$ cat src/rtl/fp_cl_encode_pkg.sv
// Shared types and RV32F encoding constants for the FP instruction encoder.
package fp_cl_encode_pkg;

    typedef enum logic [4:0] {
        e_fadd, e_fsub, e_fmul, e_fmin, e_fmax, e_fsgnj, e_fsgnjn, e_fsgnjx,
        e_fmadd, e_fmsub, e_fnmsub, e_fnmadd, e_fcvt_s_w, e_fcvt_s_wu, e_fmv_w_x
    } fpu_float_op_e;

    typedef enum logic [2:0] {
        e_feq, e_fle, e_flt, e_fcvt_w_s, e_fcvt_wu_s, e_fclass, e_fmv_x_w
    } fpu_int_op_e;

    typedef struct packed {
        logic          is_fpu_float_op;
        logic          is_fpu_int_op;
        logic          is_fdiv_op;
        logic          is_fsqrt_op;
        fpu_float_op_e fpu_float_op;
        fpu_int_op_e   fpu_int_op;
    } fp_decode_s;

    typedef struct packed {
        logic [6:0] funct7;
        logic [4:0] rs2;
        logic [4:0] rs1;
        logic [2:0] funct3;
        logic [4:0] rd;
        logic [6:0] op;
    } instruction_s;

    localparam logic [6:0] OPC_OP_FP  = 7'b1010011;
    localparam logic [6:0] OPC_FMADD  = 7'b1000011;
    localparam logic [6:0] OPC_FMSUB  = 7'b1000111;
    localparam logic [6:0] OPC_FNMSUB = 7'b1001011;
    localparam logic [6:0] OPC_FNMADD = 7'b1001111;

    localparam logic [6:0] F7_FADD    = 7'b0000000;
    localparam logic [6:0] F7_FSUB    = 7'b0000100;
    localparam logic [6:0] F7_FMUL    = 7'b0001000;
    localparam logic [6:0] F7_FDIV    = 7'b0001100;
    localparam logic [6:0] F7_FSQRT   = 7'b0101100;
    localparam logic [6:0] F7_FSGNJ   = 7'b0010000;
    localparam logic [6:0] F7_FMINMAX = 7'b0010100;
    localparam logic [6:0] F7_FCVT_WS = 7'b1100000;
    localparam logic [6:0] F7_FCVT_SW = 7'b1101000;
    localparam logic [6:0] F7_FCMP    = 7'b1010000;
    localparam logic [6:0] F7_FCLASS  = 7'b1110000;
    localparam logic [6:0] F7_FMV_W_X = 7'b1111000;

    // Exactly one op class selected, and the op enum valid within that class.
    function automatic logic fp_decode_legal(fp_decode_s d);
        logic ok;
        ok = {d.is_fpu_float_op, d.is_fpu_int_op, d.is_fdiv_op, d.is_fsqrt_op}
             inside {4'b1000, 4'b0100, 4'b0010, 4'b0001};
        if (d.is_fpu_float_op && (d.fpu_float_op > e_fmv_w_x)) ok = 1'b0;
        if (d.is_fpu_int_op && (d.fpu_int_op > e_fmv_x_w)) ok = 1'b0;
        return ok;
    endfunction

endpackage

$ cat src/rtl/fp_cl_encode_fifo.sv
// Output buffer for the FP encoder: circular FIFO with wrap-extended pointers.
// els_p must be a power of two, at least 2.
module fp_cl_encode_fifo #(
    parameter int els_p   = 2,
    parameter int width_p = 32
) (
    input  logic               clk_i,
    input  logic               reset_n_i,
    input  logic               push_i,
    input  logic [width_p-1:0] data_i,
    input  logic               pop_i,
    output logic [width_p-1:0] data_o,
    output logic               full_o,
    output logic               empty_o
);

    localparam int PtrW = $clog2(els_p);
    localparam logic [PtrW:0] PtrOne = 1;

    logic [PtrW:0]      wptr, rptr;
    logic [width_p-1:0] mem [els_p];

    // Same slot, opposite lap: full. Identical pointers: empty.
    assign full_o  = (wptr[PtrW] != rptr[PtrW]) && (wptr[PtrW-1:0] == rptr[PtrW-1:0]);
    assign empty_o = (wptr == rptr);
    assign data_o  = mem[rptr[PtrW-1:0]];

    // Pointer advance; reset empties the buffer immediately.
    always_ff @(posedge clk_i or negedge reset_n_i) begin
        if (!reset_n_i) begin
            wptr <= '0;
            rptr <= '0;
        end else begin
            if (push_i) wptr <= wptr + PtrOne;
            if (pop_i)  rptr <= rptr + PtrOne;
        end
    end

    // Storage; push while full is only issued alongside a pop of the same slot.
    always_ff @(posedge clk_i) begin
        if (push_i) mem[wptr[PtrW-1:0]] <= data_i;
    end

`ifndef SYNTHESIS
    // Consumer must never take from an empty buffer.
    always_ff @(posedge clk_i) begin
        if (reset_n_i && pop_i) assert (!empty_o) else $error("pop from empty buffer");
    end
`endif

endmodule

$ cat src/rtl/fp_cl_encode.sv
// Streaming RV32F encoder: descriptor -> encode register -> 2-entry buffer -> 32-bit word.
// Optional FP_CL_ENCODE_PERF_EN adds saturating issued/error counters.
module fp_cl_encode
    import fp_cl_encode_pkg::*;
#(
    parameter int els_p = 2
`ifdef FP_CL_ENCODE_PERF_EN
    , parameter int count_width_p = 32
`endif
) (
    input  logic                           clk_i,
    input  logic                           reset_n_i,
    input  logic                           v_i,
    output logic                           ready_o,
    input  logic [$bits(fp_decode_s)-1:0]  fp_decode_i,
    input  logic [4:0]                     rd_i,
    input  logic [4:0]                     rs1_i,
    input  logic [4:0]                     rs2_i,
    input  logic [4:0]                     rs3_i,
    input  logic [2:0]                     rm_i,
    output logic                           v_o,
    input  logic                           yumi_i,
    output logic [31:0]                    instr_o,
    output logic                           err_o,
    input  logic                           err_clear_i
`ifdef FP_CL_ENCODE_PERF_EN
    ,
    output logic [count_width_p-1:0]       issued_count_o,
    output logic [count_width_p-1:0]       err_count_o
`endif
);

    fp_decode_s   desc_in, stage_desc;
    logic         out_of_reset, stage_valid, err_flag;
    logic [4:0]   stage_rd, stage_rs1, stage_rs2, stage_rs3;
    logic [2:0]   stage_rm;
    logic         fifo_full, fifo_empty, push, accept, err_set;
    logic [31:0]  fifo_data;
    instruction_s enc;

    assign desc_in = fp_decode_s'(fp_decode_i);
    // Stage drains when the buffer has room or is making room this cycle.
    assign push    = stage_valid & (~fifo_full | yumi_i);
    assign ready_o = out_of_reset & (~stage_valid | ~fifo_full | yumi_i);
    assign accept  = v_i & ready_o;
    assign err_set = accept & ~fp_decode_legal(desc_in);
    assign v_o     = ~fifo_empty;
    assign instr_o = fifo_empty ? 32'h0 : fifo_data;
    assign err_o   = err_flag;

    // Holds ready low for the first cycle after reset release.
    always_ff @(posedge clk_i or negedge reset_n_i) begin
        if (!reset_n_i) out_of_reset <= 1'b0;
        else            out_of_reset <= 1'b1;
    end

    // Encode register: capture on accept, empty once pushed into the buffer.
    always_ff @(posedge clk_i or negedge reset_n_i) begin
        if (!reset_n_i) begin
            stage_valid <= 1'b0;
            stage_desc  <= '0;
            stage_rd    <= '0;
            stage_rs1   <= '0;
            stage_rs2   <= '0;
            stage_rs3   <= '0;
            stage_rm    <= '0;
        end else if (accept) begin
            stage_valid <= 1'b1;
            stage_desc  <= desc_in;
            stage_rd    <= rd_i;
            stage_rs1   <= rs1_i;
            stage_rs2   <= rs2_i;
            stage_rs3   <= rs3_i;
            stage_rm    <= rm_i;
        end else if (push) begin
            stage_valid <= 1'b0;
        end
    end

    // Sticky error: a new illegal accept beats a simultaneous clear.
    always_ff @(posedge clk_i or negedge reset_n_i) begin
        if (!reset_n_i) err_flag <= 1'b0;
        else            err_flag <= err_set | (err_flag & ~err_clear_i);
    end

    // Build the instruction word from the registered descriptor; illegal -> all zeros.
    always_comb begin
        enc = '0;
        if (fp_decode_legal(stage_desc)) begin
            enc.op     = OPC_OP_FP;
            enc.rd     = stage_rd;
            enc.rs1    = stage_rs1;
            enc.rs2    = stage_rs2;
            enc.funct3 = stage_rm;
            enc.funct7 = F7_FADD;
            if (stage_desc.is_fdiv_op) begin
                enc.funct7 = F7_FDIV;
            end else if (stage_desc.is_fsqrt_op) begin
                enc.funct7 = F7_FSQRT;
                enc.rs2    = 5'd0;
            end else if (stage_desc.is_fpu_float_op) begin
                case (stage_desc.fpu_float_op)
                    e_fadd:      enc.funct7 = F7_FADD;
                    e_fsub:      enc.funct7 = F7_FSUB;
                    e_fmul:      enc.funct7 = F7_FMUL;
                    e_fmin:      begin enc.funct7 = F7_FMINMAX; enc.funct3 = 3'b000; end
                    e_fmax:      begin enc.funct7 = F7_FMINMAX; enc.funct3 = 3'b001; end
                    e_fsgnj:     begin enc.funct7 = F7_FSGNJ;   enc.funct3 = 3'b000; end
                    e_fsgnjn:    begin enc.funct7 = F7_FSGNJ;   enc.funct3 = 3'b001; end
                    e_fsgnjx:    begin enc.funct7 = F7_FSGNJ;   enc.funct3 = 3'b010; end
                    // R4 format: rs3 and fmt=00 occupy the funct7 slot.
                    e_fmadd:     begin enc.op = OPC_FMADD;  enc.funct7 = {stage_rs3, 2'b00}; end
                    e_fmsub:     begin enc.op = OPC_FMSUB;  enc.funct7 = {stage_rs3, 2'b00}; end
                    e_fnmsub:    begin enc.op = OPC_FNMSUB; enc.funct7 = {stage_rs3, 2'b00}; end
                    e_fnmadd:    begin enc.op = OPC_FNMADD; enc.funct7 = {stage_rs3, 2'b00}; end
                    e_fcvt_s_w:  begin enc.funct7 = F7_FCVT_SW; enc.rs2 = 5'd0; end
                    e_fcvt_s_wu: begin enc.funct7 = F7_FCVT_SW; enc.rs2 = 5'd1; end
                    e_fmv_w_x:   begin
                        enc.funct7 = F7_FMV_W_X; enc.funct3 = 3'b000; enc.rs2 = 5'd0;
                    end
                    default:     enc = '0;
                endcase
            end else begin
                case (stage_desc.fpu_int_op)
                    e_feq:       begin enc.funct7 = F7_FCMP; enc.funct3 = 3'b010; end
                    e_flt:       begin enc.funct7 = F7_FCMP; enc.funct3 = 3'b001; end
                    e_fle:       begin enc.funct7 = F7_FCMP; enc.funct3 = 3'b000; end
                    e_fcvt_w_s:  begin enc.funct7 = F7_FCVT_WS; enc.rs2 = 5'd0; end
                    e_fcvt_wu_s: begin enc.funct7 = F7_FCVT_WS; enc.rs2 = 5'd1; end
                    e_fclass:    begin
                        enc.funct7 = F7_FCLASS; enc.funct3 = 3'b001; enc.rs2 = 5'd0;
                    end
                    e_fmv_x_w:   begin
                        enc.funct7 = F7_FCLASS; enc.funct3 = 3'b000; enc.rs2 = 5'd0;
                    end
                    default:     enc = '0;
                endcase
            end
        end
    end

    fp_cl_encode_fifo #(
        .els_p   (els_p),
        .width_p (32)
    ) u_fifo (
        .clk_i     (clk_i),
        .reset_n_i (reset_n_i),
        .push_i    (push),
        .data_i    (enc),
        .pop_i     (yumi_i),
        .data_o    (fifo_data),
        .full_o    (fifo_full),
        .empty_o   (fifo_empty)
    );

`ifdef FP_CL_ENCODE_PERF_EN
    localparam logic [count_width_p-1:0] CntOne = 1;
    logic [count_width_p-1:0] issued_count, err_count;

    // Saturating event counters.
    always_ff @(posedge clk_i or negedge reset_n_i) begin
        if (!reset_n_i) begin
            issued_count <= '0;
            err_count    <= '0;
        end else begin
            if (v_o && yumi_i && (issued_count != '1)) issued_count <= issued_count + CntOne;
            if (err_set && (err_count != '1))          err_count    <= err_count + CntOne;
        end
    end

    assign issued_count_o = issued_count;
    assign err_count_o    = err_count;
`endif

endmodule

$ cat config.mk
export PLATFORM = sky130hd
export DESIGN_NAME = fp_cl_encode
export DESIGN_NICKNAME = d
export VERILOG_FILES = /design/src/rtl/fp_cl_encode_pkg.sv /design/src/rtl/fp_cl_encode_fifo.sv /design/src/rtl/fp_cl_encode.sv
export SDC_FILE = /design/constraint.sdc
export NUM_CORES = 1
export LEC_CHECK = 0
export ABC_AREA = 0
export CELL_PAD_IN_SITES_DETAIL_PLACEMENT = 0
export CELL_PAD_IN_SITES_GLOBAL_PLACEMENT = 1
export CORE_ASPECT_RATIO = 1.1
export CORE_MARGIN = 3
export CORE_UTILIZATION = 48
export CTS_BUF_LIST = sky130_fd_sc_hd__clkbuf_4 sky130_fd_sc_hd__clkbuf_8
export CTS_CLUSTER_DIAMETER = 120
export CTS_CLUSTER_SIZE = 40
export DETAILED_ROUTE_END_ITERATION = 12
export PLACE_DENSITY = 0.95
export SLEW_MARGIN = 10
export SYNTH_ARGS = -nofsm -noshare
export SYNTH_HDL_FRONTEND = slang
export SYNTH_SLANG_ARGS = --single-unit
$ cat constraint.sdc
create_clock -name clk_i -period 4.4 [get_ports clk_i]
set_input_delay 0.66 -clock clk_i [delete_from_list [all_inputs] [get_ports clk_i]]
set_output_delay 0.66 -clock clk_i [all_outputs]
set_load 0.02 [all_outputs]
---- Word level (Yosys, flattened, before mapping) ----
Memory sizes are Yosys's and may differ from the RTL's.
Cells that the tools add are included.
word-level totals
  register bits after elaboration ......... 42
  output and inout port bits .............. 35
  input port bits ......................... 40
  memories ................................ 1
  word-level logic and storage cells ...... 118
  RAM bits ................................ 64
operators by class
  add/sub/neg operators ................... 2
  eq/ne operators ......................... 31
  mux-type cells .......................... 26
  bitwise logic cells ..................... 14
  reductions and logical operators ........ 24
  $lt $le $gt $ge ......................... 4
memories
  memory      words  width  rd ports  clocked after memory_dff  wr ports  RTL line                 text
  u_fifo.mem  2      32     1         0                         1         fp_cl_encode_fifo.sv:21  logic [width_p-1:0] mem [els_p];
operators with widths
  kind                                                 count
  two-way mux 32 bit                                   3
  one-hot mux 7 bit (7 select lines)                   1
  == test 5 x 4 -> 1 bit (second input constant)       7
  one-hot mux 7 bit (5 select lines)                   1
  two-way mux 25 bit                                   1
  two-way mux 12 bit                                   2
  one-hot mux 7 bit (3 select lines)                   1
  == test 5 x 3 -> 1 bit (second input constant)       4
  two-way mux 20 bit                                   1
  one-hot mux 5 bit (2 select lines)                   2
  one-hot mux 3 bit (3 select lines)                   2
  two-way mux 5 bit                                    3
  OR reduction 15 bit                                  1
  OR reduction 12 bit                                  1
  OR reduction 2 bit                                   6
  OR reduction 11 bit                                  1
  == test 5 x 2 -> 1 bit (second input constant)       2
  > comparator 5 x 4 -> 1 bit (second input constant)  2
  == test 3 bit (second input constant)                3
  OR reduction 9 bit                                   1
  == test 4 x 1 -> 1 bit (second input constant)       2
  == test 4 x 2 -> 1 bit (second input constant)       2
  == test 4 x 3 -> 1 bit (second input constant)       2
  == test 4 bit (second input constant)                2
  other kinds (21)                                     48

---- Logic depth before layout (Yosys ltp) ----
  depth in word-level cells ............... 9
  mapped depth ............................ 8
  mapped depth without buffers ............ 6

---- By module ----
From an unflattened synthesis, not the netlist that was laid out.
unflattened totals
  cells, all modules ...................... 365
  area total of the unflattened synthesis .. 5167.5 um2
by module, submodules not included
  module             area each (um2)  seq. area each (um2)  instances  cells an instance
  fp_cl_encode_fifo  2637.5           2021.9                1          115
  fp_cl_encode       2529.9           950.9                 1          250

---- Worst setup path before layout ----
No wires, ideal clock.
  path kind ............................... reg2reg
  start point ............................. reg u_fifo.rptr[0]
  end point ............................... mem u_fifo.mem[0][10], enable pin
  setup time .............................. 0.411 ns
  stages on the path, launching flop included .. 6
  arrival time ............................ 2.015 ns
  required time ........................... 3.989 ns
  path slack .............................. 1.974 ns
  cell sequence ........................... dfrtp_1 -> clkbuf_1 -> xor2_1 -> or3_1 -> nand2_1 -> nor2_1
on the way
  cells in the longest elaborated chain, start to end .. 7
RTL lines
  what                                     RTL line                 text
  start: declaration                       fp_cl_encode_fifo.sv:20  logic [PtrW:0] wptr, rptr;
  start signal: assignment                 fp_cl_encode_fifo.sv:35  if (pop_i) rptr <= rptr + PtrOne;
  == test 1 bit                            fp_cl_encode_fifo.sv:24  assign full_o = (wptr[PtrW] != rptr[PtrW]) && (wptr[PtrW-1:0] == rptr[PtrW-1:0]);
  logical AND 1 bit                        fp_cl_encode_fifo.sv:24
  inverter 1 bit                           fp_cl_encode.sv:43       assign push = stage_valid & (~fifo_full | yumi_i);
  OR 1 bit                                 fp_cl_encode.sv:43
  bitwise AND 1 bit                        fp_cl_encode.sv:43
  two-way mux 1 bit                        fp_cl_encode_fifo.sv:41  if (push_i) mem[wptr[PtrW-1:0]] <= data_i;
  two-way mux 1 bit (not written as such)  fp_cl_encode_fifo.sv:41
  end: declaration                         fp_cl_encode_fifo.sv:21
Every way passes these cells.

---- Worst setup path after layout ----
  start point ............................. reg u_fifo.rptr[0]
  end point ............................... out instr_o[1]
on the way
  cells in the longest elaborated chain, start to end .. 2
RTL lines
  what                                                              RTL line            text
  memory read (2 x 32 bit) / == test 2 bit (equally long branches)  -
  two-way mux 32 bit *                                              fp_cl_encode.sv:48  assign instr_o = fifo_empty ? 32'h0 : fifo_data;
  end: declaration                                                  fp_cl_encode.sv:23  output logic [31:0] instr_o,
Every way passes the cells marked *; elsewhere a longest branch is shown, timed or not.

==> flow_summary.yaml <==
min_path:
  min-delay-path-class: "in -> async"
die:
  io_pins: 75
  die_w_um: 98.1
  core_area_um2: 8960
  floorplan.die_area_um2: 10500
  floorplan.die.height_um: 107
  initial_core_util_pct: 50.0
  std_cell_rows: 36
timing:
  hold-worst-slack_ps: 438
  final_period_minus_worst_setup_slack_ps: 3190
  timing.final.setup_violations: 0
  maxSlewHeadroom_pct: 38.0
  timing.setup.tns_ps: 0
  slew_viol_final: 0
  finalHoldViolCount: 0
  worst-slew-pin-transition_ps: 931
  achievable-frequency_mhz: 314
  post-route-period-util_pct: 72.4
  rsz0062_at_grt: "false"
  finalClockSkew_ps: 8.71
grt:
  globalRouteMet3Util_pct: 2.46
  number_of_antenna_violations_at_the_first_check_in_global_routing: 0
  grt.total_usage_pct: 15.8
  number_of_global_route_vias_before_repair: 2729
  grt_start_max_net_pins: 43
  most_crowded_layer_gr: "met2"
  grt_pass1_wl_mm: 13.1
  grt.overflow.total: 0
  met1_usage_pct: 20.5
  grt_util_met2_pct: 26.7
critical_path:
  timing.critical_path.buf_inv: 3
  critical_path.startpoint_type: "flop"
  path_common_cell: "buf_4"
  cpPeakStageDelay_ps: 630
  setup.worst_path.end_class: "output port"
  cp_max_fo: 30
  cp_cell_sequence: "buf_4 -> xor2_1 -> nor2_2 -> buf_4 -> nor2_1 -> clkdlybuf4s50_1"
  critical_path_required_time_ps: 3740
  critPathArrivalTime_ps: 2530
  category_of_the_most_critical_setup_path: "reg -> out"
  cp_slowest_cell: "clkdlybuf4s50_1"
  largest_delay_contributor_family_on_the_critical_path: "buffers and inverters"
synth:
  yosys.area.top_type: "edfxtp_1"
  synth_mux_area_share_pct: 15.8
  synth.yosys.seq_area_share_pct: 59.7
  synth_area_um2: 4480
  synth_cells: 351
  synthTopCellsByCount: "edfxtp_1 (54), dfrtp_1 (42), nor2_1 (38)"
  yosys.cell_count.top_type: "edfxtp_1"
  yosys-top-cells-area: "edfxtp_1 (36%), dfrtp_1 (23%), mux2i_1 (6.3%), mux2_4 (5.0%), mux2_2 (4.5%)"
  number_of_warnings_reported_in_the_yosys_synthesis_log: 0
  synth_compound_area_share_pct: 6.85
  synthDistinctLibCells: 52
  synthXorXnorAreaFrac_pct: 1.56
  ys_seq_elements: 96
  synthAdderAreaFrac_pct: 0
  ys_async_sr_fraction_pct: 43.8
  post_synth.cell_area_avg_um2: 12.8
  post_synth_edffs: 54
  area_fraction_in_and_or_nand_and_nor_cells_after_synthesis_pct: 11.9
  synth_ff_type: "edfxtp_1"
  synth_top_area_share_pct: 36.2
  synth_top_family_by_area: "multiplexers"
final_layout:
  regArea_um2: 2670
  post_route_cells_drive_above_1_share_pct: 14.8
  multi_input_comb_area_um2: 1640
  n_fill_cell: 711
  area_growth_syn_to_layout_pct: 20.6
  postLayoutCellArea_um2: 5400
  num_antenna_cells: 0
  design.final.nets: 453
clock_tree:
  post_cts_buffers: 0
  clk_pin_slew_worst_paths_ps: 90
  postCtsHoldBufs: 0
  clk_latency_ps: 350
  cts_resized: 0
  cts_root_buf: "clkbuf_8"
  cts_buffer_depth: 2
  cts.sink_count: 96
  h-tree-depth: 3
  cts_made_buffers: 9
  tritoncts: "built"
power_and_ir_drop:
  netSwitchingFraction_pct: 37.7
  cellInternalPower_uw: 2160
  power-per-cell-area_nw_per_um2: 642
  power.static_leakage_uw: 0.00213
  seq_power_share_pct: 38.4
  power.net_switching_uw: 1310
  irDropWorstVdd_uv: 229
  combinationalPowerShare_pct: 46.9
  power.share.clock_pct: 14.7
detailed_routing:
  drt-wirelength-per-cell_um: 15.0
  via_count: 2860
  drcViolationCount: 0
  final_antenna_net_count: 0
  drt_first_iter_violations: 111
  routed_wire_length_mm: 7.98
  post_drt_via_cell_ratio: 5.38
  first_pass_iters: 4
placement:
  placed_area_um2: 5220
  hpwlAfterDp_mm: 5.48
  port_buffers: 71
  gp_congestion: 0.832
run_status:
  run_status: "completed"
job:
  max_capacitance_violation_count: 0
-- layer usage --
metal,up-vias,routed length [µm]
li1,1382,-
met1,1379,3530
met2,86,3960
met3,13,353
met4,0,144
met5,-,0
-- path summary, 6_finish.rpt --
path	from	depth (start not counted)	to	slack, ps
hold / removal	reset_n_i	1	stage_rs2[2]$_DFFE_PN0P_	440
max in group asynchronous	reset_n_i	1	stage_rs3[4]$_DFFE_PN0P_	3370
min in group clk_i	stage_rd[0]$_DFFE_PN0P_	1	stage_rd[0]$_DFFE_PN0P_	500
setup reg to reg	stage_desc[11]$_DFFE_PN0P_	6	u_fifo.mem[1][3]$_DFFE_PP_	1710
hold reg to reg	stage_rd[0]$_DFFE_PN0P_	1	stage_rd[0]$_DFFE_PN0P_	500
setup / recovery	u_fifo.rptr[0]$_DFFE_PN0P_	6	instr_o[1]	1210
-- through the flow --
| stage | power [µW] | cells | setup WS (ps) | util [%] |
|---|---|---|---|---|
| global route | 3670 | 532 | 1010 | 60.2 |
| finish | 3470 | 532 | 1210 | 60.2 |
| global placement | 2960 | 516 | 1360 | 58.3 |
| CTS | 3500 | 532 | 1180 | 60.2 |
| detailed placement | 2990 | 516 | 1350 | 58.3 |
| floorplan | 2340 | 353 | 1970 | - |
-- cells in the final DEF (no fill, tap or decap), types with 2 or more instances in the layout --
cell             synthesis  layout
o21a_1                   2       2
clkdlybuf4s50_1          0      70
edfxtp_1                54      54
conb_1                   2       4
nor2b_1                  5       5
buf_4                    6       5
mux2i_1                 28      28
clkinv_2                 0       2
clkbuf_8                 0       9
nand3_1                  4       4
xor2_1                   4       4
o41ai_1                  2       2
mux2_4                  15      15
and4b_1                  2       2
nand2_1                 15      15
o21ai_0                  9       9
a21oi_1                 17      17
dfrtp_1                 42      42
o2111ai_1                2       2
nor3_1                   3       3
mux2_2                  18      18
xnor2_1                  4       4
nand2b_1                 3       3
a31oi_1                  2       2
nor3b_1                  4       4
nor2_1                  38      36
and2_1                  15      15
clkinv_4                 0       2
nor2_2                   0       2
o22ai_1                  3       3
nand4_1                  3       3
inv_1                    7       7
a211oi_1                 2       2
-- registers in the layout (all words and copies together), names as in the netlist --
signal	cells
err_o	1
out_of_reset	1
stage_desc	12
stage_rd	5
stage_rm	3
stage_rs1	5
stage_rs2	5
stage_rs3	5
stage_valid	1
u_fifo.mem	54
u_fifo.rptr	2
u_fifo.wptr	2
-- power groups by stage --
stage / Combinational (µW) / Clock, µW / Sequential (µW)
2_1_floorplan: 1070 / 0 / 1280
3_3_place_gp: 1620 / 0 / 1340
3_5_place_dp: 1640 / 0 / 1350
4_1_cts: 1650 / 523 / 1330
5_1_grt: 1750 / 564 / 1360
6_report: 1630 / 509 / 1330
-- cell type report --
type | count | area share, %
Inverter | 7 | 0.487
Clock buffer | 10 | 2.43
Clock inverter | 6 | 0.811
Multi-Input combinational cell | 223 | 30.4
Tap cell | 114 | 2.64
Timing Repair Buffer | 76 | 13.8
Sequential cell | 96 | 49.5
-- cells by family (layout without fill, tap and decap cells) --
group / after synthesis / after routing
flops: 96 / 96
buf+inv: 34 / 99
xor+xnor: 8 / 8
mux: 61 / 61
compound gates: 48 / 48
simple gates: 102 / 102
other cells: 2 / 4
No activity file was read; power rests on OpenSTA's default activity.
